<file path="src/rtl/automata_stage_collector.sv">
// rtl/automata_stage_collector.sv - automaton stage pass-through with sticky report, hit counter and record capture
// Optional macro AUTOMATA_STAGE_TIMESTAMP_EN adds a run-cycle timestamp captured into rec_time.
module automata_stage_collector #(
    parameter int SYMBOL_W    = 8,
    parameter int NUM_REPORTS = 52,
    parameter int CNT_W       = 16,
    parameter int TS_W        = 32,
    localparam int IDX_W      = (NUM_REPORTS > 1) ? $clog2(NUM_REPORTS) : 1
) (
    input  logic                   clk,
    input  logic                   reset,
    input  logic                   run,
    input  logic [SYMBOL_W-1:0]    top_symbols,
    input  logic [NUM_REPORTS-1:0] report_in,
    input  logic                   clear_sticky,
    input  logic                   rec_ack,
    output logic [SYMBOL_W-1:0]    out_symbols,
    output logic                   out_reset,
    output logic                   out_run,
    output logic [NUM_REPORTS-1:0] sticky_reports,
    output logic [CNT_W-1:0]       hit_count,
    output logic                   rec_valid,
    output logic [IDX_W-1:0]       rec_index,
`ifdef AUTOMATA_STAGE_TIMESTAMP_EN
    output logic [TS_W-1:0]        rec_time,
`endif
    output logic                   rec_overflow
);

    typedef enum logic {IDLE, PEND} rec_state_t;

    rec_state_t             state_q;
    logic [SYMBOL_W-1:0]    symbols_q;
    logic                   reset_q;
    logic                   run_q;
    logic [NUM_REPORTS-1:0] sticky_q, sticky_d;
    logic [CNT_W-1:0]       hit_count_q, hit_count_d;
    logic                   rec_valid_q;
    logic [IDX_W-1:0]       rec_index_q;
    logic                   rec_overflow_q;
    logic                   hit;
    logic [IDX_W-1:0]       hit_index;

    assign hit = run & (|report_in);

    // Lowest-numbered set report line; scanning downward lets the lowest win.
    always_comb begin
        hit_index = '0;
        for (int i = NUM_REPORTS - 1; i >= 0; i--) begin
            if (report_in[i]) begin
                hit_index = IDX_W'(i);
            end
        end
    end

    // Sticky accumulation and saturating hit counter next-state.
    always_comb begin
        sticky_d    = (clear_sticky ? '0 : sticky_q) | (hit ? report_in : '0);
        hit_count_d = hit_count_q;
        if (hit && (hit_count_q != {CNT_W{1'b1}})) begin
            hit_count_d = hit_count_q + 1'b1;
        end
    end

    // Stage pass-through registers and accumulators.
    always_ff @(posedge clk) begin
        if (reset) begin
            symbols_q   <= '0;
            reset_q     <= 1'b1;
            run_q       <= 1'b0;
            sticky_q    <= '0;
            hit_count_q <= '0;
        end else begin
            if (run) begin
                symbols_q <= top_symbols;
            end
            reset_q     <= reset;
            run_q       <= run;
            sticky_q    <= sticky_d;
            hit_count_q <= hit_count_d;
        end
    end

`ifdef AUTOMATA_STAGE_TIMESTAMP_EN
    logic [TS_W-1:0] ts_q, ts_d;
    logic [TS_W-1:0] rec_time_q;

    assign ts_d = run ? ts_q + 1'b1 : ts_q;

    // Free-running run-cycle counter; wraps naturally.
    always_ff @(posedge clk) begin
        if (reset) begin
            ts_q <= '0;
        end else begin
            ts_q <= ts_d;
        end
    end

    assign rec_time = rec_time_q;
`else
    localparam int unused_ts_w = TS_W;
`endif

    // Record FSM: one pending record; extra hits while pending only flag overflow.
    always_ff @(posedge clk) begin
        if (reset) begin
            state_q        <= IDLE;
            rec_valid_q    <= 1'b0;
            rec_index_q    <= '0;
            rec_overflow_q <= 1'b0;
`ifdef AUTOMATA_STAGE_TIMESTAMP_EN
            rec_time_q     <= '0;
`endif
        end else begin
            case (state_q)
                IDLE: begin
                    if (hit) begin
                        state_q     <= PEND;
                        rec_valid_q <= 1'b1;
                        rec_index_q <= hit_index;
`ifdef AUTOMATA_STAGE_TIMESTAMP_EN
                        rec_time_q  <= ts_q;
`endif
                    end
                end
                PEND: begin
                    if (hit && rec_ack) begin
                        rec_index_q <= hit_index;
`ifdef AUTOMATA_STAGE_TIMESTAMP_EN
                        rec_time_q  <= ts_q;
`endif
                    end else if (hit) begin
                        rec_overflow_q <= 1'b1;
                    end else if (rec_ack) begin
                        state_q     <= IDLE;
                        rec_valid_q <= 1'b0;
                    end
                end
                default: begin
                    state_q     <= IDLE;
                    rec_valid_q <= 1'b0;
                end
            endcase
        end
    end

    assign out_symbols    = symbols_q;
    assign out_reset      = reset_q;
    assign out_run        = run_q;
    assign sticky_reports = sticky_q;
    assign hit_count      = hit_count_q;
    assign rec_valid      = rec_valid_q;
    assign rec_index      = rec_index_q;
    assign rec_overflow   = rec_overflow_q;

endmodule

</file>
<file path="config.mk">
export PLATFORM = sky130hd
export DESIGN_NAME = automata_stage_collector
export DESIGN_NICKNAME = d
export VERILOG_FILES = /design/src/rtl/automata_stage_collector.sv
export SDC_FILE = /design/constraint.sdc
export NUM_CORES = 1
export LEC_CHECK = 0
export CORE_MARGIN = 4
export CORE_UTILIZATION = 39
export DETAILED_ROUTE_END_ITERATION = 7
export PLACE_DENSITY = 0.76
export SYNTH_ARGS = -nofsm -noshare
export SYNTH_HDL_FRONTEND = slang
export SYNTH_SLANG_ARGS = --single-unit
export TNS_END_PERCENT = 1
</file>
<file path="constraint.sdc">
create_clock -name clk -period 2.8 [get_ports clk]
set_clock_uncertainty 0.15 [all_clocks]
set_input_delay 0.84 -clock clk [delete_from_list [all_inputs] [get_ports clk]]
set_output_delay 0.84 -clock clk [all_outputs]
set_load 0.05 [all_outputs]
</file>
==> impl_metrics.py, run 1 <==
metrics = {
    "yosys": {
        "synth_common_cells": "nor2_1 (96), dfxtp_1 (87), a22oi_1 (52)",
        "synth.most_common_cell": "nor2_1",
        "async_reset_ff_share_pct": 0,
        "synth_top_area_share_pct": 46.2,
        "syn-num-nets": 504,
        "synth_largest_area_cell": "dfxtp_1",
        "synth-seq-cells": 87,
        "synth_flop_cell": "dfxtp_1",
        "ys_types": 49,
        "synth-edff-count": 0,
        "avgSynthCellArea_um2": 8.60,
        "syn-cell-area_mm2": 0.00377,
        "yosys_warnings": 0,
        "synthCells": 438,
        "ys_seq_area_share_pct": 46.2,
        "synth_area_leaders": "dfxtp_1 (46%), a22oi_1 (10%), nor2_1 (9.6%)",
    },
    "finish": {
        "area_delta_synth_final_pct": 66.6,
        "diodes": 0,
        "fin_util_pct": 67.3,
        "final_layout_size_suffix_gt1_share_pct": 18.1,
        "finalNonFillerCells": 793,
        "nets": 725,
    },
    "routing": {
        "routed_wl_mm": 12.9,
        "drt_iter0_drc": 229,
        "num_vias": 4283,
        "vias_per_cell": 5.40,
        "drcViolationCount": 0,
        "firstDrtPassIters": 5,
        "ant_nets": 0,
        "wire_per_inst_um": 16.3,
    },
    "power": {
        "sequentialPowerShare_pct": 43.9,
        "intPower_uw": 2100,
        "p_leak_uw": 0.00252,
        "power_per_cell_area_mw_per_mm2": 483,
        "ir_worst_vdd_mv": 0.390,
        "switching_share_pct": 30.6,
        "p_comb_share_pct": 23.3,
        "power.switching_uw": 927,
        "clkPwrFrac_pct": 32.8,
    },
    "timing": {
        "period_share_pct": 99.6,
        "drv_slew": 0,
        "worst_slack_ns": 0.0123,
        "setup_viol": 0,
        "fmax_mhz": 359,
        "rsz0062_at_grt": "yes",
        "tightest_slew_ns": 0.554,
        "min_period_ns": 2.79,
        "hold_viol_final": 0,
        "slew_headroom_pct": 62.8,
    },
    "setup_path": {
        "critPathCaptureType": "flop",
        "crit_arrival_ns": 2.85,
        "crit_fanout": 5,
        "cpLargestDelayFamily": "simple AND/OR/NAND/NOR gates",
        "rr_endpoint": "hit_count[0]",
        "critPathRequiredTime_ns": 2.86,
        "crit_path_frequent_cell": "buf_4",
        "crit_path_cell_trace": "clkdlybuf4s50_1, nor4_1, buf_4, and4_4, nand2_1, o21ai_4, buf_4, nand3_1, o41ai_1",
        "cpPeakStageDelay_ns": 0.46,
        "worst-path-buf-inv": 3,
        "crit_path_start_kind": "primary input",
        "reg2reg_slack_ns": 0.49,
        "cp_slowest_cell": "clkdlybuf4s50_1",
        "r2r-start": "hit_count[0]",
        "reg2reg_depth": 8,
        "critical_path_class": "primary input to flop",
    },
    "global_routing": {
        "antenna_found_initial": 0,
        "gr-usage-all-layers_pct": 22.4,
        "grt_pass1_wl_mm": 20.8,
        "grt_remaining_overflow": 0,
        "grt_max_degree": 53,
        "grt_pass1_vias": 4274,
    },
    "floorplan": {
        "start_util_pct": 40.4,
        "die_x_um": 106,
        "dieArea_mm2": 0.0113,
        "rows": 35,
        "die-height_um": 106,
        "pin_count": 151,
        "core-area_mm2": 0.00933,
    },
    "clocking": {
        "clk-insertion-delay-late_ns": 0.36,
        "clockBufferDepth": 2,
        "htree_levels": 3,
        "clk_transition_reported_paths_ns": 0.09,
        "cts_num_sinks": 87,
        "cts_root_buffer": "clkbuf_8",
        "cts-buffers-inserted": 9,
        "cts_tree": "yes",
    },
    "hold_path": {
        "hold-path-cell-count": 2,
        "worst_hold_path.endpoint": "rec_index[3]",
        "hold_path.class": "flop to flop",
        "hp-start": "rec_index[3]",
    },
    "run_status": {
        "outcome": "finished clean",
    },
    "placed_design": {
        "port_buffers": 150,
        "pre_cts_slack_ns": -0.628,
        "place_congestion": 0.845,
        "dpl.cell_count": 772,
        "hpwl_mm": 9.51,
    },
    "job": {
        "drv_cap": 0,
    },
}
worst register-to-register path, cell delays in order, from the launching register on:
cell and delay, ns:
dfxtp_1 0.42, ha_1 0.21, nand2_1 0.13, or2_2 0.34
or3_1 0.45, nand2_2 0.17, buf_4 0.13, xor2_1 0.15
nor2_1 0.05
cells by family after synthesis:
| group | count (synthesis) | share of synthesized area, % |
|---|---|---|
| simple gates | 176 | 22.4 |
| compound gates | 113 | 21.5 |
| flops | 87 | 46.2 |
| buf+inv | 40 | 4.42 |
| xor+xnor | 12 | 2.79 |
| mux | 9 | 2.39 |
| fa+ha+maj | 1 | 0.332 |
state kept, by name (all words and copies together) (netlist names):
register,flops
state_q,1
rec_overflow,1
hit_count,16
out_symbols,8
out_reset,1
sticky_reports,52
out_run,1
rec_index,6
rec_valid,1
what timing repair did:
action	CTS	global route
buffers inserted	4	0
endpoints found under the setup margin	72	49
hold endpoints to repair	0	0
gates resized for setup	24	8
gates cloned	1	0
hold buffers	0	0
pin swaps	8	4
power groups by stage:
stage | sequential [uW] | clock (uW) | combinational [uW]
final | 1330 | 994 | 707
after global routing | 1340 | 1070 | 748
after CTS | 1330 | 1010 | 705
after detailed placement | 1360 | 0 | 697
after global placement | 1360 | 0 | 683
after floorplan | 1550 | 0 | 154
placed cells by master, fill, tap and decap left out, drive strengths merged, types with 5 or more instances in the layout:
cell type      synthesis  final
a21oi                 19     19
a22oi                 52     52
buf                    4     84
clkbuf                20      9
clkdlybuf4s50          0    135
dfxtp                 87     87
dlygate4sd2            0     10
inv                   15     17
mux2i                  9      9
nand2                 14     14
nand3                 14     14
nand4                  5      5
nor2                  96     96
nor3                  10     10
nor4                  14     14
o21ai                 10     10
o31ai                  6      6
or4                    8      8
xor2                  12     12
layer usage:
metal  up-vias  wire length [um]  GRT usage (%)
met5         -                 0              0
met4         0               165           4.81
met3        15               895           4.86
met2       167              6400           38.8
met1      2050              5440           28.5
li1       2051                 -              -
stage by stage:
stage | instance area (um2) | setup TNS, ns | total power (uW) | hold WS (ns)
final | 6280 | 0 | 3030 | 0.320
after global routing | 6280 | -0.0932 | 3150 | 0.371
after CTS | 6250 | 0 | 3050 | 0.314
after detailed placement | 5920 | -39.70 | 2060 | 0.302
after global placement | 5920 | -33.41 | 2040 | 0.299
after floorplan | 3770 | 0 | 1700 | 0.325
how the worst max path moves through the flow:
stage	from	endpoint	slack (ns)	cells past startpoint
2_1_floorplan	report_in[39]	hit_count[14]	0.11	8
3_3_place_gp	report_in[47]	sticky_reports[33]	-0.51	7
3_5_place_dp	report_in[39]	sticky_reports[38]	-0.63	7
4_1_cts	report_in[26]	rec_index[1]	0.02	8
5_1_grt	report_in[36]	hit_count[12]	-0.03	9
6_report	report_in[0]	rec_index[0]	0.01	9
layout make-up:
| cell class | count | area, um2 |
|---|---|---|
| fill | 777 | 3050 |
| multi-input combinational | 312 | 1950 |
| clock buffer | 9 | 124 |
| tap | 129 | 161 |
| clock inverter | 7 | 103 |
| inverter | 16 | 60.1 |
| timing repair buffer | 233 | 2140 |
| sequential | 87 | 1740 |
Note: power is estimated with default switching activity, not from simulation.
==> run 2, diff against run 1 <==
SETUP_SLACK_MARGIN = 0.2   (was not set)
==> impl_metrics.py, run 2 (synthesis gave the netlist of run 1 again) <==
metrics = {
    "timing": {
        "drv_slew": 0,
        "setup_viol": 0,
        "tns_ns": 0,
        "hold_viol_final": 0,
        "min_period_ns": 2.65,
        "tightest_slew_ns": 0.606,
        "rsz0062_at_grt": "yes",
        "fmax_mhz": 377,
        "worst_slack_ns": 0.149,
        "period_share_pct": 94.7,
        "slew_headroom_pct": 59.6,
    },
    "finish": {
        "nets": 732,
        "layout_common_cells": "clkdlybuf4s50_1 (100), nor2_1 (96), buf_4 (88)",
        "multiInputGateArea_mm2": 0.00197,
        "nFillCells": 779,
        "design_area_mm2": 0.00628,
        "final_layout_size_suffix_gt1_share_pct": 21.8,
        "seq_area_mm2": 0.00174,
        "largest_reg_flops": 52,
        "area_delta_synth_final_pct": 66.6,
        "diodes": 0,
        "final_common_cell": "clkdlybuf4s50_1",
    },
    "setup_path": {
        "crit_start": "report_in[37]",
        "critical_path_class": "primary input to flop",
        "reg2reg_depth": 9,
        "crit_arrival_ns": 2.81,
        "reg2reg_slack_ns": 0.46,
        "r2r-start": "hit_count[0]",
        "critPathRequiredTime_ns": 2.96,
        "critPathCaptureType": "flop",
        "crit_fanout": 8,
        "crit_path_start_kind": "primary input",
        "rr_endpoint": "hit_count[0]",
    },
    "routing": {
        "met2RoutedLength_mm": 5.99,
        "routed_wl_mm": 12.7,
        "firstDrtPassIters": 4,
        "ant_nets": 0,
        "wl_met1_mm": 5.56,
        "top_layer": "met4",
        "wire_per_inst_um": 15.9,
        "num_vias": 4297,
        "drt_iter0_drc": 219,
        "drcViolationCount": 0,
        "vias_per_cell": 5.37,
        "wl_met3_um": 772,
    },
    "clocking": {
        "cts_tree": "yes",
        "cts_num_sinks": 87,
        "cts-buffers-inserted": 9,
        "clockBufferDepth": 2,
        "cts_root_buffer": "clkbuf_8",
        "clk_transition_reported_paths_ns": 0.09,
        "clk-insertion-delay-late_ns": 0.35,
        "htree_levels": 3,
    },
    "power": {
        "ir_worst_vdd_mv": 0.272,
        "total_power_uw": 2840,
        "p_leak_uw": 0.00266,
        "power_per_cell_area_mw_per_mm2": 453,
    },
    "placed_design": {
        "place_congestion": 0.860,
        "pre_cts_slack_ns": -0.633,
        "port_buffers": 150,
        "place_area_mm2": 0.00595,
        "hpwl_mm": 9.28,
    },
    "global_routing": {
        "antenna_found_initial": 0,
        "grt_remaining_overflow": 0,
        "grt_pass1_wl_mm": 20.5,
        "gr-usage-all-layers_pct": 21.9,
        "grt_max_degree": 58,
        "grt_pass1_vias": 4339,
    },
    "floorplan": {
        "rows": 35,
        "die-height_um": 106,
        "dieArea_mm2": 0.0113,
        "start_util_pct": 40.4,
        "pin_count": 151,
        "die_x_um": 106,
        "core-area_mm2": 0.00933,
    },
    "job": {
        "drv_cap": 0,
    },
    "hold_path": {
        "hold_path.class": "flop to flop",
        "hold-path-cell-count": 2,
        "worst_hold_path.endpoint": "rec_index[3]",
        "hp-start": "rec_index[3]",
    },
    "run_status": {
        "outcome": "finished clean",
    },
}
-- run 2: cell count changes in the layout (fill, tap and decap cells not counted), moves of 2 or more --
cell             previous run  this run
buf_2                       1         8
nor4_1                      8         5
dlymetal6s2s_1              4        14
clkdlybuf4s50_1           135       100
clkdlybuf4s15_1             0         2
nor4_2                      4         6
bufinv_16                   2         0
clkinv_2                    0         2
buf_4                      79        88
clkinv_4                    2         0
dlygate4sd2_1              10        20
clkbuf_2                    0         4
-- run 2: metal layers --
metal | vias up | track usage, %
li1 | 2058 | -
met1 | 2042 | 27.5
met2 | 165 | 36.9
met3 | 32 | 4.25
met4 | 0 | 8.79
met5 | - | 0
-- run 2: worst max path at each step --
stage                          to  slack [ns]  cells past startpoint
6_report            hit_count[12]        0.15                      8
2_1_floorplan       hit_count[14]        0.11                      8
3_5_place_dp   sticky_reports[13]       -0.63                      7
3_3_place_gp    sticky_reports[4]       -0.53                      7
5_1_grt             hit_count[10]        0.09                      9
4_1_cts             hit_count[10]        0.15                      8
-- run 2: through the flow --
stage / cells / utilization, % / hold WS, ns
finish: 800 / 67.3 / 0.309
global route: 800 / 67.3 / 0.346
CTS: 797 / 66.5 / 0.310
detailed placement: 774 / 63.8 / 0.298
global placement: 774 / 63.8 / 0.298
floorplan: 438 / - / 0.325
-- run 2: area by class of cell --
cell class / instances / share of cell area (%)
clock buffer: 10 / 2.19
clock inverter: 6 / 0.678
inverter: 16 / 0.957
sequential: 87 / 27.8
timing repair buffer: 241 / 34.4
tap: 129 / 2.57
multi-input combinational: 311 / 31.4
-- run 2: worst max-delay path: stages --
cell and delay (ns):
buf_6 0.09, or4_4 0.55, nor4_4 0.40, a41oi_4 0.25, buf_6 0.20, and4_4 0.17, a31oi_1 0.17, o21a_1 0.14
-- run 2: power by group --
part	switching (uW)	internal (uW)
logic	414	289
clock network	459	350
registers	35.3	1290
-- run 2: repair_timing --
item,CTS,global route
setup endpoints to repair,82,80
cloned,0,0
hold buffers,0,0
gates resized for setup,81,30
pin swaps,18,8
buffers inserted,7,3
